==> config.mk <==
export PLATFORM = sky130hd
export DESIGN_NAME = mul_serial
export DESIGN_NICKNAME = d
export VERILOG_FILES = /design/src/rtl/mul_serial_pkg.sv /design/src/rtl/mul_serial.sv
export SDC_FILE = /design/constraint.sdc
export NUM_CORES = 1
export LEC_CHECK = 0
export CAP_MARGIN = 0
export CORE_ASPECT_RATIO = 0.75
export CORE_MARGIN = 2
export CORE_UTILIZATION = 57
export DETAILED_ROUTE_END_ITERATION = 10
export HOLD_SLACK_MARGIN = 0.08
export PLACE_DENSITY = 0.91
export SYNTH_ARGS = -nofsm -noshare
export SYNTH_HDL_FRONTEND = slang
export SYNTH_SLANG_ARGS = --single-unit
==> constraint.sdc <==
create_clock -name clk -period 4.35 [get_ports clk]
set_clock_uncertainty 0.15 [all_clocks]
set_input_delay 0.87 -clock clk [delete_from_list [all_inputs] [get_ports clk]]
set_output_delay 0.87 -clock clk [all_outputs]
set_load 0.1 [all_outputs]
==> src/rtl/mul_serial_pkg.sv <==
// Shared definitions for the serial shift-and-add multiplier.
// State encodings are fixed so that they line up with the serial divider.
package mul_serial_pkg;

    typedef enum logic [1:0] {
        ST_IDLE = 2'd0,
        ST_RUN  = 2'd1,
        ST_FIX  = 2'd2
    } state_t;

endpackage

==> src/rtl/mul_serial.sv <==
// Iterative signed/unsigned multiplier that adds one partial product per clock.
// The operation takes a fixed DATA_W+1 cycles, ending with a sign-fix step.
//
// state | meaning
// IDLE  | result valid (done=1), waiting for start
// RUN   | one shift-and-add step per cycle, DATA_W steps
// FIX   | apply the result sign and register the product
module mul_serial
    import mul_serial_pkg::*;
#(
    parameter int DATA_W = 32
) (
    input  logic                  clk,
    input  logic                  rst,
    input  logic                  start,
    input  logic                  signed_op,
    input  logic [DATA_W-1:0]     multiplicand,
    input  logic [DATA_W-1:0]     multiplier,
    output logic                  busy,
    output logic                  done,
    output logic [2*DATA_W-1:0]   product
);

    localparam int CNT_W = $clog2(DATA_W) + 1;
    localparam logic [CNT_W-1:0]    CNT_ONE  = CNT_W'(1);
    localparam logic [CNT_W-1:0]    CNT_LAST = CNT_W'(DATA_W - 1);
    localparam logic [2*DATA_W-1:0] ACC_ONE  = (2*DATA_W)'(1);

    state_t state;
    state_t state_next;

    logic [DATA_W-1:0]   mcand_reg;
    logic [DATA_W-1:0]   mplier_reg;
    logic [2*DATA_W-1:0] acc;
    logic [CNT_W-1:0]    counter;
    logic                neg;

    logic [DATA_W-1:0]   mag_a;
    logic [DATA_W-1:0]   mag_b;
    logic [DATA_W:0]     step_sum;
    logic                last_step;

    // -2^(DATA_W-1) negates to itself, which read as unsigned is the correct magnitude.
    always_comb begin
        mag_a = (signed_op && multiplicand[DATA_W-1]) ? -multiplicand : multiplicand;
        mag_b = (signed_op && multiplier[DATA_W-1])   ? -multiplier   : multiplier;
    end

    always_comb begin
        step_sum  = {1'b0, acc[2*DATA_W-1:DATA_W]}
                  + (mplier_reg[0] ? {1'b0, mcand_reg} : {(DATA_W+1){1'b0}});
        last_step = (counter == CNT_LAST);
    end

    always_ff @(posedge clk) begin
        if (rst) begin
            state <= ST_IDLE;
        end else begin
            state <= state_next;
        end
    end

    always_comb begin
        state_next = state;
        if (start) begin
            state_next = ST_RUN;
        end else begin
            case (state)
                ST_IDLE: state_next = ST_IDLE;
                ST_RUN:  if (last_step) state_next = ST_FIX;
                ST_FIX:  state_next = ST_IDLE;
                default: state_next = ST_IDLE;
            endcase
        end
    end

    always_ff @(posedge clk) begin
        if (rst) begin
            mcand_reg  <= '0;
            mplier_reg <= '0;
            acc        <= '0;
            counter    <= '0;
            neg        <= 1'b0;
            product    <= '0;
        end else if (start) begin
            mcand_reg  <= mag_a;
            mplier_reg <= mag_b;
            acc        <= '0;
            counter    <= '0;
            neg        <= signed_op & (multiplicand[DATA_W-1] ^ multiplier[DATA_W-1]);
        end else begin
            case (state)
                ST_RUN: begin
                    // Carry out of the step adder becomes the new top bit after the shift.
                    acc        <= {step_sum, acc[DATA_W-1:1]};
                    mplier_reg <= mplier_reg >> 1;
                    counter    <= counter + CNT_ONE;
                end
                ST_FIX: begin
                    product <= neg ? (~acc + ACC_ONE) : acc;
                end
                default: ;
            endcase
        end
    end

    assign busy = (state != ST_IDLE);
    assign done = (state == ST_IDLE);

endmodule
==> reports/metrics.yaml <==
vdd_drop_max_mv: 0.209
die_h_um: 128
path_class: "reg -> reg"
whs_ps: 301
synthTopCellsByArea: "dfxtp_1 35%, nand2_1 7.9%, a21oi_1 6.9%"
syn-cell-area_mm2: 0.0117
num_io_pins: 134
yosysTopAreaCell: "dfxtp_1"
postCtsSetupBuffers: 0
fin_crit_ps: 3810
antenna_found_initial: 0
relSlewSlack_pct: 22.0
antenna_cells: 0
hp-class: "reg -> reg"
power_density_mw_per_mm2: 309
r2r_setup_slack_ps: 540
grt_first_pass_wirelength_um: 51200
syn_inst: 1501
crit_path_max_fanout: 33
port_buffers: 133
dp_hpwl_um: 22500
yosysWarningCount: 0
grt_pass1_vias: 10200
dieArea_mm2: 0.0216
die-width_um: 169
syn_avg_cell_area_um2: 7.77
cts-buffers-inserted: 20
reg_top3: "acc: 64 flops, product: 64 flops"
worst_pin_slew_ps: 1170
clock_latency_ps: 510
min_from: "product[56]$_SDFFE_PP0P_"
fp-row-count: 45
cts_root_buffer: "clkbuf_16"
grt_max_degree: 90
worstSetupEndpointType: "flip-flop"
synthToLayoutAreaGrowth_pct: 17.5
mostFrequentLayoutCell: "nand2_1"
grt.overflow.total: 0
final_cell_mix: "245 x nand2_1, 200 x dfxtp_1, 160 x a21oi_1"
remaining_drc_errors: 0
clock-sinks: 201
routed_wl_um: 31500
period_share_pct: 87.5
required_ps: 4600
core_mm2: 0.0202
final_nets: 1680
cts.htree.levels: 1
seq_area_frac_synth_pct: 34.5
reg2reg_to: "acc[56]$_SDFFE_PP0P_"
via_per_inst: 6.11
leakagePower_nw: 5.02
async_flop_share_pct: 0
slew_viol_final: 0
synth_top_area_share_pct: 34.5
cts_tree: "yes"
worst_r2r_startpoint: "mplier_reg[0]$_SDFFE_PP0P_"
drtIter0Drc: 1040
cts_resized: 0
postRouteAntennaNets: 0
fillers: 1624
cts_buffer_depth: 3
crit_path_start: "mplier_reg[0]$_SDFFE_PP0P_"
vias: 11300
r2r_cells: 9
grt_usage_pct: 28.4
final-setup-viol-count: 0
cts_hold_buf: 0
post_drt_wl_per_cell_um: 17.1
path_clk_slew_ps: 70
hold_depth: 2
dr.pass1.iters: 5
fmax_mhz: 263
outcome: "complete, no violations"
cp_data_arrival_time_ps: 4060
gp_congestion: 0.985
max_cap_viol_count: 0
worst_hold_path.endpoint: "product[56]$_SDFFE_PP0P_"
synth_edf_count: 0
drive_above_1_share_pct: 5.04
synth_flop_cell: "dfxtp_1"
synth-seq-cells: 201
finalHoldViolCount: 0
netlist-cell-type-count: 74
initial_core_util_pct: 57.8
syn_nets: 1606
power_mw: 4.23
tns_ps: 0
start_kind: "flip-flop"
rsz0062_at_grt: "false"
-- per-layer routing --
layer,track usage (%),wire length (µm)
met1,42.9,15100
met2,42.5,12900
met3,5.06,2950
met4,5.38,566
met5,0,0
-- Yosys cell counts (all sizes together), types with 4 or more instances --
library cell,count
or3,21
o21ai,84
nor3,20
nand2,245
nand2b,7
nor2b,8
and3,4
ha,36
xnor2,53
a21boi,5
nand3,21
a31oi,8
buf,13
dfxtp,201
nor4,18
or4,16
clkbuf,79
xor2,87
a21oi,160
a211oi,59
o22ai,11
o41ai,20
o31ai,26
mux2i,13
nor2,143
inv,13
or2,8
nand4,15
a311oi,6
a21o,11
and2,41
a211o,4
nor3b,6
-- cell type report --
type	count	area [µm²]	share of cell area, %
clock buffers	26	563	4.11
flip-flops and latches	201	4030	29.4
multi-input cells	1194	7190	52.5
repair buffers	145	1410	10.3
inverters	13	48.8	0.356
clock inverters	9	131	0.960
well taps	258	323	2.36
-- report_power, final --
| group | total, mW | switching [mW] | leakage [nW] | internal (mW) |
|---|---|---|---|---|
| registers | 1.94 | 0.0469 | 1.63 | 1.89 |
| clock network | 1.82 | 0.730 | 0.346 | 1.09 |
| logic | 0.467 | 0.275 | 3.04 | 0.193 |
| total | 4.23 | 1.05 | 5.02 | 3.18 |
-- stage by stage --
stage	std cells	setup slack, ps	util, %	instance area [µm²]
2_1_floorplan	1501	1320	-	11700
3_3_place_gp	1811	785	64.5	13000
3_5_place_dp	1811	730	64.5	13000
4_1_cts	1846	667	67.9	13700
5_1_grt	1846	360	67.9	13700
6_report	1846	545	67.9	13700
-- how the worst max path moves through the flow --
stage / end / slack (ps) / cells after the start
finish: acc[56]$_SDFFE_PP0P_ / 540 / 9
global route: acc[62]$_SDFFE_PP0P_ / 360 / 9
CTS: acc[56]$_SDFFE_PP0P_ / 670 / 9
detailed placement: acc[55]$_SDFFE_PP0P_ / 730 / 10
global placement: acc[56]$_SDFFE_PP0P_ / 790 / 9
floorplan: product[63]$_SDFFE_PP0P_ / 1320 / 8
-- kinds of logic (layout without fill, tap and decap cells) --
kind of cell / count (synthesis) / after routing / share of synthesized area [%]
adders and majority gates: 37 / 37 / 4.04
and+or+nand+nor: 580 / 580 / 23.1
muxes: 15 / 15 / 1.31
buffers and inverters: 106 / 193 / 3.93
DFF: 201 / 201 / 34.5
AOI/OAI and AO/OA: 422 / 422 / 22.6
xor gates and xnor gates: 140 / 140 / 10.5
-- worst max-delay path, stage by stage, from the launching register on --
cell and delay, ps:
dfxtp_1 840, and2_1 230, ha_1 300, a21o_1 260, and4_1 220, nor3_1 660, a311o_1 370, a21oi_1 100
or3_1 330, a32o_1 250
Power figures use the tool's default switching activity.
